File: config.mk
export PLATFORM = sky130hd
export DESIGN_NAME = uart_fifo_core
export DESIGN_NICKNAME = d
export VERILOG_FILES = /design/src/rtl/uart_fifo_core.sv
export SDC_FILE = /design/constraint.sdc
export NUM_CORES = 1
export LEC_CHECK = 0
export ABC_AREA = 1
export BUFFER_PORTS_ARGS = -buffer_cell sky130_fd_sc_hd__buf_4
export CAP_MARGIN = 30
export CORE_ASPECT_RATIO = 1.4
export CORE_MARGIN = 2
export CORE_UTILIZATION = 30
export DETAILED_ROUTE_END_ITERATION = 10
export GPL_ROUTABILITY_DRIVEN = 0
export MAX_ROUTING_LAYER = met4
export PLACE_DENSITY = 0.52
export SYNTH_ARGS = -nofsm -noshare
export SYNTH_HDL_FRONTEND = slang
export SYNTH_SLANG_ARGS = --single-unit
File: constraint.sdc
create_clock -name CLK -period 2.7 [get_ports CLK]
set_input_delay 0.27 -clock CLK [delete_from_list [all_inputs] [get_ports CLK]]
set_output_delay 0.27 -clock CLK [all_outputs]
set_load 0.005 [all_outputs]
File: src/rtl/uart_fifo_core.sv
// rtl/uart_fifo_core.sv - UART core with TX/RX FIFOs, 16x oversampling, sticky errors; parity via UART_FIFO_CORE_PARITY_EN
module uart_fifo_core #(
  parameter int DATA_BITS  = 8,
  parameter int FIFO_DEPTH = 16,
  parameter int BAUD_DIV   = 27,
  parameter int STOP_BITS  = 1
) (
  input  logic                 CLK,
  input  logic                 RST,
  input  logic [DATA_BITS-1:0] DIN,
  input  logic                 WRN,
  input  logic                 RDN,
  output logic [DATA_BITS-1:0] DOUT,
  output logic                 DATA_READY,
  output logic                 TX_BUFFER_EMPTY,
  output logic                 TX_FULL,
  input  logic                 RXD,
  output logic                 SDO,
  input  logic                 ERR_CLR,
`ifdef UART_FIFO_CORE_PARITY_EN
  input  logic                 PARITY_ODD,
`endif
  output logic                 FRAMING_ERR,
  output logic                 OVERRUN_ERR,
  output logic                 PARITY_ERR
);

  localparam int AW = $clog2(FIFO_DEPTH);
  localparam int CW = AW + 1;
  localparam int BW = $clog2(BAUD_DIV);
  localparam logic [CW-1:0] DEPTH_C   = CW'(FIFO_DEPTH);
  localparam logic [2:0]    LAST_BIT  = 3'(DATA_BITS - 1);
  localparam logic [4:0]    STOP_LAST = 5'(STOP_BITS * 16 - 1);

  typedef enum logic [2:0] {ST_IDLE, ST_START, ST_DATA, ST_PARITY, ST_STOP} state_t;

  // ---------------- oversample tick ----------------
  logic [BW-1:0] baud_cnt;
  logic          tick;
  assign tick = (baud_cnt == BW'(BAUD_DIV - 1));

  // Free-running divider producing one tick per BAUD_DIV clocks
  always_ff @(posedge CLK) begin
    if (RST || tick) baud_cnt <= '0;
    else             baud_cnt <= baud_cnt + 1'b1;
  end

  // ---------------- TX FIFO ----------------
  logic [DATA_BITS-1:0] tx_mem [FIFO_DEPTH];
  logic [AW-1:0]        tx_wptr, tx_rptr;
  logic [CW-1:0]        tx_count, tx_count_n;
  logic                 tx_push, tx_pop, tx_not_empty;
  logic [DATA_BITS-1:0] tx_head;

  assign tx_push      = !WRN && !TX_FULL;
  assign tx_not_empty = (tx_count != '0);
  assign tx_head      = tx_mem[tx_rptr];
  assign tx_count_n   = tx_count + CW'(tx_push) - CW'(tx_pop);

  // TX storage write port; contents need no reset since count gates use
  always_ff @(posedge CLK) begin
    if (tx_push) tx_mem[tx_wptr] <= DIN;
  end

  // TX pointers, occupancy and the registered full flag
  always_ff @(posedge CLK) begin
    if (RST) begin
      tx_wptr  <= '0;
      tx_rptr  <= '0;
      tx_count <= '0;
      TX_FULL  <= 1'b0;
    end else begin
      if (tx_push) tx_wptr <= tx_wptr + 1'b1;
      if (tx_pop)  tx_rptr <= tx_rptr + 1'b1;
      tx_count <= tx_count_n;
      TX_FULL  <= (tx_count_n == DEPTH_C);
    end
  end

  // ---------------- TX FSM ----------------
  state_t               tx_state, tx_state_n;
  logic [4:0]           tx_tcnt, tx_tcnt_n;
  logic [2:0]           tx_bit, tx_bit_n;
  logic [DATA_BITS-1:0] tx_shift, tx_shift_n;
  logic                 sdo_n;
`ifdef UART_FIFO_CORE_PARITY_EN
  logic                 tx_par, tx_par_n;
`endif

  assign TX_BUFFER_EMPTY = !tx_not_empty && (tx_state == ST_IDLE);

  // TX state register; reset forces the line idle-high immediately
  always_ff @(posedge CLK) begin
    if (RST) begin
      tx_state <= ST_IDLE;
      tx_tcnt  <= '0;
      tx_bit   <= '0;
      tx_shift <= '0;
      SDO      <= 1'b1;
`ifdef UART_FIFO_CORE_PARITY_EN
      tx_par   <= 1'b0;
`endif
    end else begin
      tx_state <= tx_state_n;
      tx_tcnt  <= tx_tcnt_n;
      tx_bit   <= tx_bit_n;
      tx_shift <= tx_shift_n;
      SDO      <= sdo_n;
`ifdef UART_FIFO_CORE_PARITY_EN
      tx_par   <= tx_par_n;
`endif
    end
  end

  // TX next state: each state spans 16 ticks; a pop at stop end chains frames with no gap
  always_comb begin
    tx_state_n = tx_state;
    tx_tcnt_n  = tx_tcnt;
    tx_bit_n   = tx_bit;
    tx_shift_n = tx_shift;
    sdo_n      = SDO;
    tx_pop     = 1'b0;
`ifdef UART_FIFO_CORE_PARITY_EN
    tx_par_n   = tx_par;
`endif
    if (tick) begin
      case (tx_state)
        ST_IDLE: tx_pop = tx_not_empty;
        ST_START: begin
          if (tx_tcnt == 5'd15) begin
            tx_state_n = ST_DATA;
            tx_tcnt_n  = '0;
            tx_bit_n   = '0;
            sdo_n      = tx_shift[0];
            tx_shift_n = tx_shift >> 1;
          end else tx_tcnt_n = tx_tcnt + 5'd1;
        end
        ST_DATA: begin
          if (tx_tcnt == 5'd15) begin
            tx_tcnt_n = '0;
            if (tx_bit == LAST_BIT) begin
`ifdef UART_FIFO_CORE_PARITY_EN
              tx_state_n = ST_PARITY;
              sdo_n      = tx_par;
`else
              tx_state_n = ST_STOP;
              sdo_n      = 1'b1;
`endif
            end else begin
              tx_bit_n   = tx_bit + 3'd1;
              sdo_n      = tx_shift[0];
              tx_shift_n = tx_shift >> 1;
            end
          end else tx_tcnt_n = tx_tcnt + 5'd1;
        end
`ifdef UART_FIFO_CORE_PARITY_EN
        ST_PARITY: begin
          if (tx_tcnt == 5'd15) begin
            tx_state_n = ST_STOP;
            tx_tcnt_n  = '0;
            sdo_n      = 1'b1;
          end else tx_tcnt_n = tx_tcnt + 5'd1;
        end
`endif
        ST_STOP: begin
          if (tx_tcnt == STOP_LAST) begin
            tx_state_n = ST_IDLE;
            tx_tcnt_n  = '0;
            tx_pop     = tx_not_empty;
          end else tx_tcnt_n = tx_tcnt + 5'd1;
        end
        default: tx_state_n = ST_IDLE;
      endcase
      if (tx_pop) begin
        tx_state_n = ST_START;
        tx_tcnt_n  = '0;
        tx_shift_n = tx_head;
        sdo_n      = 1'b0;
`ifdef UART_FIFO_CORE_PARITY_EN
        tx_par_n   = (^tx_head) ^ PARITY_ODD;
`endif
      end
    end
  end

  // ---------------- RX conditioning ----------------
  logic rx_meta, rx_sync;

  // Two-flop synchroniser for the asynchronous serial input
  always_ff @(posedge CLK) begin
    if (RST) begin
      rx_meta <= 1'b1;
      rx_sync <= 1'b1;
    end else begin
      rx_meta <= RXD;
      rx_sync <= rx_meta;
    end
  end

  // ---------------- RX FIFO ----------------
  logic [DATA_BITS-1:0] rx_mem [FIFO_DEPTH];
  logic [AW-1:0]        rx_wptr, rx_rptr;
  logic [CW-1:0]        rx_count;
  logic                 rx_push, rx_pop, rx_full;

  assign DATA_READY = (rx_count != '0);
  assign rx_full    = (rx_count == DEPTH_C);
  assign rx_pop     = !RDN && DATA_READY;
  assign DOUT       = DATA_READY ? rx_mem[rx_rptr] : '0;

  // ---------------- RX FSM ----------------
  state_t               rx_state, rx_state_n;
  logic [3:0]           rx_tcnt, rx_tcnt_n;
  logic [2:0]           rx_bit, rx_bit_n;
  logic [DATA_BITS-1:0] rx_shift, rx_shift_n;
  logic                 fe_set, oe_set;
`ifdef UART_FIFO_CORE_PARITY_EN
  logic                 rx_par_bad, rx_par_bad_n, pe_set;
`endif

  // RX storage write port for completed characters
  always_ff @(posedge CLK) begin
    if (rx_push) rx_mem[rx_wptr] <= rx_shift;
  end

  // RX pointers and occupancy
  always_ff @(posedge CLK) begin
    if (RST) begin
      rx_wptr  <= '0;
      rx_rptr  <= '0;
      rx_count <= '0;
    end else begin
      if (rx_push) rx_wptr <= rx_wptr + 1'b1;
      if (rx_pop)  rx_rptr <= rx_rptr + 1'b1;
      rx_count <= rx_count + CW'(rx_push) - CW'(rx_pop);
    end
  end

  // RX state register
  always_ff @(posedge CLK) begin
    if (RST) begin
      rx_state   <= ST_IDLE;
      rx_tcnt    <= '0;
      rx_bit     <= '0;
      rx_shift   <= '0;
`ifdef UART_FIFO_CORE_PARITY_EN
      rx_par_bad <= 1'b0;
`endif
    end else begin
      rx_state   <= rx_state_n;
      rx_tcnt    <= rx_tcnt_n;
      rx_bit     <= rx_bit_n;
      rx_shift   <= rx_shift_n;
`ifdef UART_FIFO_CORE_PARITY_EN
      rx_par_bad <= rx_par_bad_n;
`endif
    end
  end

  // RX next state: verify start at tick 8, then sample every 16 ticks at mid-bit
  always_comb begin
    rx_state_n = rx_state;
    rx_tcnt_n  = rx_tcnt;
    rx_bit_n   = rx_bit;
    rx_shift_n = rx_shift;
    rx_push    = 1'b0;
    fe_set     = 1'b0;
    oe_set     = 1'b0;
`ifdef UART_FIFO_CORE_PARITY_EN
    rx_par_bad_n = rx_par_bad;
    pe_set       = 1'b0;
`endif
    if (tick) begin
      case (rx_state)
        ST_IDLE: begin
          if (!rx_sync) begin
            rx_state_n = ST_START;
            rx_tcnt_n  = '0;
          end
        end
        ST_START: begin
          if (rx_tcnt == 4'd7) begin
            rx_tcnt_n  = '0;
            rx_bit_n   = '0;
            rx_state_n = rx_sync ? ST_IDLE : ST_DATA;
          end else rx_tcnt_n = rx_tcnt + 4'd1;
        end
        ST_DATA: begin
          if (rx_tcnt == 4'd15) begin
            rx_tcnt_n  = '0;
            rx_shift_n = {rx_sync, rx_shift[DATA_BITS-1:1]};
            if (rx_bit == LAST_BIT) begin
`ifdef UART_FIFO_CORE_PARITY_EN
              rx_state_n = ST_PARITY;
`else
              rx_state_n = ST_STOP;
`endif
            end else rx_bit_n = rx_bit + 3'd1;
          end else rx_tcnt_n = rx_tcnt + 4'd1;
        end
`ifdef UART_FIFO_CORE_PARITY_EN
        ST_PARITY: begin
          if (rx_tcnt == 4'd15) begin
            rx_tcnt_n    = '0;
            rx_state_n   = ST_STOP;
            rx_par_bad_n = (rx_sync != ((^rx_shift) ^ PARITY_ODD));
          end else rx_tcnt_n = rx_tcnt + 4'd1;
        end
`endif
        ST_STOP: begin
          if (rx_tcnt == 4'd15) begin
            rx_tcnt_n  = '0;
            rx_state_n = ST_IDLE;
            fe_set     = !rx_sync;
            oe_set     = rx_full;
            rx_push    = !rx_full;
`ifdef UART_FIFO_CORE_PARITY_EN
            pe_set     = rx_par_bad;
`endif
          end else rx_tcnt_n = rx_tcnt + 4'd1;
        end
        default: rx_state_n = ST_IDLE;
      endcase
    end
  end

  // Sticky error flags; a new error outranks a simultaneous clear
  always_ff @(posedge CLK) begin
    if (RST) begin
      FRAMING_ERR <= 1'b0;
      OVERRUN_ERR <= 1'b0;
    end else begin
      FRAMING_ERR <= fe_set | (FRAMING_ERR & ~ERR_CLR);
      OVERRUN_ERR <= oe_set | (OVERRUN_ERR & ~ERR_CLR);
    end
  end

`ifdef UART_FIFO_CORE_PARITY_EN
  // Sticky parity flag
  always_ff @(posedge CLK) begin
    if (RST) PARITY_ERR <= 1'b0;
    else     PARITY_ERR <= pe_set | (PARITY_ERR & ~ERR_CLR);
  end
`else
  assign PARITY_ERR = 1'b0;
`endif

endmodule

== Word-level counts from Yosys, hierarchy flattened ==
Memories as Yosys holds them, arrays and structs flattened. A register that Yosys moved wholly into a read port is not among the register bits.
Cells that the tools add are included.

* Add/sub/neg operators: 13
* Eq/ne operators: 29
* Multiplexer cells: 59
* Bitwise operators: 5
* Reductions and logical operators: 30

{| class="wikitable"
|+ Operator list
! kind !! count
|-
| $mux W3 || 15
|-
| $mux W8 || 5
|-
| $mux W4 || 7
|-
| $pmux W3 S4 || 2
|-
| $add A4 B1 Y4 const B || 5
|-
| $mux W1 || 20
|-
| $ne A2 B2 Y1 const B || 9
|-
| $pmux W8 S2 || 1
|-
| $eq A5 B5 Y1 const B || 3
|-
| $mux W5 || 3
|-
| $ne A3 B3 Y1 const B || 5
|-
| $reduce_and A5 Y1 || 3
|-
| $eq A3 B3 Y1 const B || 4
|-
| $pmux W3 S2 || 2
|-
| $pmux W4 S3 || 1
|-
| $reduce_and A6 Y1 || 2
|-
| $add A5 B1 Y5 || 2
|-
| $add A5 B1 Y5 const B || 2
|-
| $reduce_bool A5 Y1 || 2
|-
| $sub A5 B1 Y5 || 2
|-
| $add A3 B1 Y3 const B || 2
|-
| $eq A3 B1 Y1 const B || 2
|-
| $eq A3 B2 Y1 const B || 2
|-
| $logic_not A1 Y1 || 6
|-
| other kinds (19) || 29
|}

* Flip-flop bits (word level): 74
* RAM bits: 256
* Input bits: 14
* Output and inout port bits: 15
* Logic and storage cells: 159
* Memories kept: 2

{| class="wikitable"
|+ Memories
! name !! words !! width !! read ports !! clocked after Yosys merged registers in !! wr ports !! line !! source
|-
| rx_mem || 16 || 8 || 1 || 1 || 1 || 201 || <nowiki>logic [DATA_BITS-1:0] rx_mem [FIFO_DEPTH];</nowiki>
|-
| tx_mem || 16 || 8 || 1 || 1 || 1 || 49 || <nowiki>logic [DATA_BITS-1:0] tx_mem [FIFO_DEPTH];</nowiki>
|}

== Depth between registers and ports, before layout ==
* Word-level depth: 7
* Depth in mapped cells: 21
* Depth with buffers taken out: 21

== Least setup slack after synthesis ==
OpenSTA, ideal clock, no wires.

* Path kind: register -> register
* Start: register rx_tcnt[0]
* End: register rx_count[4]
* Library setup time: 0.070 ns
* Arrival: 2.538 ns
* Data required time: 2.630 ns
* Slack: 0.092 ns
* Stages on the path, launching flop included: 17
* Buffers on the path: 0
* Clock period less this slack: 2.608 ns
* Path through: dfxtp_1 -> ha_1 -> nand2_1 -> nor2_2 -> inv_1 -> nor2_2 -> nand2_1 -> nor2_4 -> inv_2 -> ha_1 -> inv_1 -> ha_1 -> inv_1 -> fa_1 -> o31ai_1 -> o21ai_0 -> a21oi_1

* Cells in the longest elaborated chain, start to end: 6

{| class="wikitable"
|+ Ends and longest elaborated chain
! item !! line !! source
|-
| start: declaration || 213 || <nowiki>logic [3:0] rx_tcnt, rx_tcnt_n;</nowiki>
|-
| start signal: assignment || 251 || <nowiki>rx_tcnt <= rx_tcnt_n;</nowiki>
|-
| $eq A4 B4 Y1 || 311 || <nowiki>if (rx_tcnt == 4'd15) begin</nowiki>
|-
| $mux W1 || 311 ||
|-
| $mux W1 || 274 || <nowiki>case (rx_state)</nowiki>
|-
| $mux W1 || 273 || <nowiki>if (tick) begin</nowiki>
|-
| $add A5 B1 Y5 || 235 || <nowiki>rx_count <= rx_count + CW'(rx_push) - CW'(rx_pop);</nowiki>
|-
| $sub A5 B1 Y5 || 235 ||
|-
| end signal: assignment || 235 ||
|-
| end: declaration || 203 || <nowiki>logic [CW-1:0] rx_count;</nowiki>
|}

Every way passes these cells.
A chain may end at the register's enable or synchronous reset.

== Final worst setup path ==
Same ends and word-level chain as after synthesis.

==> impl_summary.md <==
Timing
The number of hold violations in the final report is 0. The actual slew at the worst max-slew pin is approximately 0.83 ns. Setup repair after global routing could not meet its margin everywhere.

Clock skew on the completed layout was measured at around 0.022 ns. The minimum period implied by the final worst setup slack is around 2.6 ns. Timing would allow up to 0.392 GHz. Headroom to the max-slew limit came out at approximately 45%.

The number of pins exceeding their max-slew limit in the final report is 0. The final critical path takes up between 90 and 100% of the cycle. The total of endpoints with negative setup slack in the final report is 0.

Worst setup path
The worst endpoint data arrival time is about 3 ns. The largest stage delay on the critical path is 0.38 ns. The worst setup path is launched from a flip-flop. Walking the worst path, the cells encountered are ha_4 > nand2_2 > nor2_2 > inv_2 > nor2_4 > nand2_2 > nor2_4 > inv_2 > ha_1 > inv_1 > ha_2 > inv_1 > fa_2 > o31ai_4 > buf_4 > a21oi_1. The critical-path cell with the highest stage delay is sky130_fd_sc_hd__fa_2. The start of the worst register-to-register path is rx_tcnt[0]$_SDFFE_PP0P_. The worst register-to-register path has a setup slack of 0.15 ns. The maximum fanout along the worst path is 2. At the worst endpoint, the required time is 3.11 ns. The worst setup path is of the reg2reg kind.

STA classifies the critical path endpoint as a flip-flop. The worst register-to-register path has a depth of 16. In this run the critical register-to-register path is captured at rx_count[4]$_SDFF_PP0_.

Floorplan
The number of placed I/O pins is 29. The area of the core region is just under 50000 sq um. The chip width is about 190 um. The floorplan step defined a die boundary enclosing just over 50000 sq um.

The floorplan step set the die height to 266 um. The number of core rows is 95. Once the floorplan was initialized, standard cells occupied a little under a third of the core.

Cells and area
The layout-stage area growth over the synthesis result is 17.7%. The antenna diode count is 0. Cells fill a little over a third of the core in the end. Of the cells placed in the final design, the portion with a size suffix greater than 1 is a little over an eighth. The final layout contains around 1.6k nets. The fill cell instance count of the final layout is approximately 4.8k.

Logic synthesis
The most used flip-flop cell after synthesis is sky130_fd_sc_hd__edfxtp_1. By area, the combinational part of the netlist is dominated by simple AND/OR/NAND/NOR gates. The xor/xnor cell area share of the yosys netlist is less than 1%. By instance count, the leading cell after synthesis is sky130_fd_sc_hd__nand2_1. In the post-synthesis netlist, the biggest area contributors are sky130_fd_sc_hd__edfxtp_1 (52%), sky130_fd_sc_hd__dfxtp_1 (11%), sky130_fd_sc_hd__nand2_1 (9.5%), sky130_fd_sc_hd__nand3_1 (5.5%), sky130_fd_sc_hd__inv_1 (4.2%). Of the total synthesized cell area, the portion taken by full adders, half adders and majority gates is 2.74%. In this run the cell area of the synthesized design comes to around 15000 sq um. After Yosys synthesis, and, or, nand and nor cells account for about a fifth of the synthesized area. Each instance of the synthesized netlist takes up on average 9.86 sq um. In this run, synthesis inferred about 260 flip-flops with an integrated enable. In the synthesized netlist the async set-or-reset flop fraction comes to 0%.

Synthesis produced a netlist whose cell count is roughly 1.5k. The net count after synthesis is around 1.5k. The sequential element share of the synthesized area is between 60% and 70%. The synthesized netlist devotes approximately 5.8% of its cell area to compound gates.

The post-synthesis register bit count is 338. The number of unique standard cell types used by synthesis is 39. The cell type with the highest aggregate area in the netlist is sky130_fd_sc_hd__edfxtp_1. For this run, the number of Yosys warnings is 0. Summed over its instances, the top area cell type makes up 52.4% of the synthesized netlist area. The commonest cells after synthesis are sky130_fd_sc_hd__nand2_1 (371), sky130_fd_sc_hd__edfxtp_1 (256), sky130_fd_sc_hd__inv_1 (165), sky130_fd_sc_hd__nand3_1 (162), sky130_fd_sc_hd__nor2_1 (143).

The multiplexer area fraction after synthesis is 0%.

Hold path
Along the worst hold path, the cell count comes to 1. The end point of the most critical hold path is tx_mem[4][7]$_DFFE_PP_. The critical hold path startpoint is DIN[7]. The path class of the tightest hold or removal check is in2reg.

Clock tree
Clock-pin slew was measured on the worst setup and hold paths at ~0.060 ns. The maximum buffer depth of the clock tree is 3. The clock buffer count from CTS is 38. The tree built by TritonCTS fans out to roughly 340 sinks. The CTS tree is built. The later pin in the worst-skew pair is clocked with a latency of 0.53 ns. The cell sitting at the root of the clock tree is a sky130_fd_sc_hd__clkbuf_16. The H-tree depth reported by CTS is 2.

Routing
The number of nets still failing antenna checks after routing is 0. Dividing the detail-routed via count by the number of cells gives between 4 and 5. The total length of routed wires is about 34 mm.

Dividing the detail-routed wire length by the instance count gives ~15 um. The routed layout has roughly 10k vias. The detailed router finished its first iteration with 471 violations.

For this run, design rule violations remaining after detail routing come to 0. The first detailed-routing pass took 5 iterations.

Global routing
The global-route wire length before repair is 53.4 mm. The number of antenna violations at the first check in global routing is 0. The all-layer global routing usage is 13.8%. The number of global-route vias before repair is between 9k and 10k.

Entering global routing, the biggest net connects 65 pins. Global routing finished with a remaining overflow of 0.

Power
In this run the power density over the cells is 752 nW/um^2. The highest ir drop seen on vdd is between 0.0005 and 0.0006 V. The standby leakage power is a little under 7 nW. The overall power of the completed layout is between 10 and 15 mW.

Place
The count of buffers added on input and output ports is 27. After legalization and detailed placement, the total HPWL measured around 22 mm.

Run status
The flow ran to the end, and the final reports show no timing, DRC or antenna violations.

Run
Max-cap violations in this run came to 0.
[cell usage in the layout (no fill, tap or decap), types with 3 or more instances in the layout]
cell / n
sky130_fd_sc_hd__nor3_1: 3
sky130_fd_sc_hd__nand2_1: 367
sky130_fd_sc_hd__o21ai_0: 37
sky130_fd_sc_hd__nand2_2: 11
sky130_fd_sc_hd__dfxtp_1: 74
sky130_fd_sc_hd__ha_1: 23
sky130_fd_sc_hd__or2_2: 4
sky130_fd_sc_hd__ha_4: 3
sky130_fd_sc_hd__xor2_1: 9
sky130_fd_sc_hd__edfxtp_1: 256
sky130_fd_sc_hd__clkbuf_1: 11
sky130_fd_sc_hd__nand2_4: 5
sky130_fd_sc_hd__inv_1: 160
sky130_fd_sc_hd__a21oi_1: 93
sky130_fd_sc_hd__buf_4: 94
sky130_fd_sc_hd__nand3_1: 162
sky130_fd_sc_hd__buf_12: 3
sky130_fd_sc_hd__clkinv_1: 10
sky130_fd_sc_hd__xnor2_1: 3
sky130_fd_sc_hd__nor2_2: 3
sky130_fd_sc_hd__dfxtp_2: 7
sky130_fd_sc_hd__nor2_4: 5
sky130_fd_sc_hd__clkbuf_16: 39
sky130_fd_sc_hd__clkinv_2: 4
sky130_fd_sc_hd__ha_2: 3
sky130_fd_sc_hd__nand4_1: 7
sky130_fd_sc_hd__nor2_1: 143
sky130_fd_sc_hd__inv_2: 10
sky130_fd_sc_hd__o31ai_1: 16
sky130_fd_sc_hd__o21ai_1: 3
[report_power, final]
group	switching (mW)	internal (mW)	total, mW
sequential	0.100	5.73	5.83
clock	2.01	2.87	4.88
combinational	1.41	0.880	2.29
total	3.52	9.48	13.0
[critical path, delay by kind of cell, from the launching register on]
kind	cells	cell delay [ns]
AND/OR/NAND/NOR	5	0.45
adder cells (fa/ha/maj)	4	0.97
flip-flops	1	0.35
buffers and inverters	5	0.36
AO/OA/AOI/OAI	2	0.30
[worst max-delay path by stage]
stage	slack [ns]	depth (start not counted)	startpoint	end
global placement	0.01	16	rx_tcnt[0]$_SDFFE_PP0P_	rx_count[4]$_SDFF_PP0_
floorplan	0.09	16	rx_tcnt[0]$_SDFFE_PP0P_	rx_count[4]$_SDFF_PP0_
detailed placement	-0.03	16	rx_tcnt[1]$_SDFFE_PP0P_	rx_count[4]$_SDFF_PP0_
CTS	0.003	21	tx_tcnt[0]$_SDFFE_PP0P_	TX_FULL$_SDFF_PP0_
finish	0.15	16	rx_tcnt[0]$_SDFFE_PP0P_	rx_count[4]$_SDFF_PP0_
global route	-0.05	21	tx_count[2]$_SDFF_PP0_	TX_FULL$_SDFF_PP0_
[area by class of cell]
class / count / area, sq um / share of cell area (%)
sequential: 338 / 9340 / 54.0
multi-input combinational: 918 / 4520 / 26.1
clock buffer: 51 / 1030 / 5.96
timing repair buffer: 100 / 797 / 4.61
tap: 630 / 788 / 4.56
inverter: 176 / 669 / 3.87
clock inverter: 16 / 133 / 0.767
timing repair inverter: 1 / 7.51 / 0.0434
[sequential cells by signal, summed over array words and instances (netlist names), named ones only]
| register | cells |
|---|---|
| FRAMING_ERR | 1 |
| OVERRUN_ERR | 1 |
| SDO | 1 |
| TX_FULL | 1 |
| baud_cnt | 5 |
| rx_bit | 3 |
| rx_count | 5 |
| rx_mem | 128 |
| rx_meta | 1 |
| rx_rptr | 4 |
| rx_shift | 8 |
| rx_state | 3 |
| rx_sync | 1 |
| rx_tcnt | 4 |
| rx_wptr | 4 |
| tx_bit | 3 |
| tx_count | 5 |
| tx_mem | 128 |
| tx_rptr | 4 |
| tx_shift | 8 |
| tx_state | 3 |
| tx_tcnt | 5 |
| tx_wptr | 4 |
[cells by family after synthesis]
group,Yosys count
AOI/OAI and AO/OA,157
buffers and inverters,234
xor gates and xnor gates,12
adders and majority gates,31
DFF,338
and+or+nand+nor,717
other,1
[through the flow]
step | hold WS [ns] | worst slack (ns) | setup TNS (ns) | instance area, sq um | cells
6_report | 0.0694 | 0.147 | 0 | 17300 | 2230
5_1_grt | 0.0674 | -0.0495 | -0.0647 | 17300 | 2230
4_1_cts | 0.0396 | 0.00293 | 0 | 17100 | 2219
3_5_place_dp | 0.402 | -0.0338 | -0.0338 | 15900 | 2147
3_3_place_gp | 0.396 | 0.0121 | 0 | 15900 | 2147
2_1_floorplan | 0.369 | 0.0920 | 0 | 14700 | 1490
[timing repair]
| action | in CTS | in global routing |
|---|---|---|
| gates resized for setup | 3 | 35 |
| setup buffers | 2 | 11 |
| hold buffers | 2 | 0 |
| gates cloned | 1 | 0 |
| pin swaps | 1 | 15 |
| endpoints found under the setup margin | 2 | 9 |
| hold endpoints to repair | 3 | 0 |
[routing by layer]
| layer | global-route usage, % | up-vias | part of all wire (%) |
|---|---|---|---|
| li1 | - | 5090 | - |
| met1 | 16.0 | 4745 | 42 |
| met2 | 24.2 | 173 | 52 |
| met3 | 2.04 | 54 | 3.6 |
| met4 | 4.78 | 0 | 2.8 |
| met5 | - | - | 0 |
No activity file was read; power rests on OpenSTA's default activity.
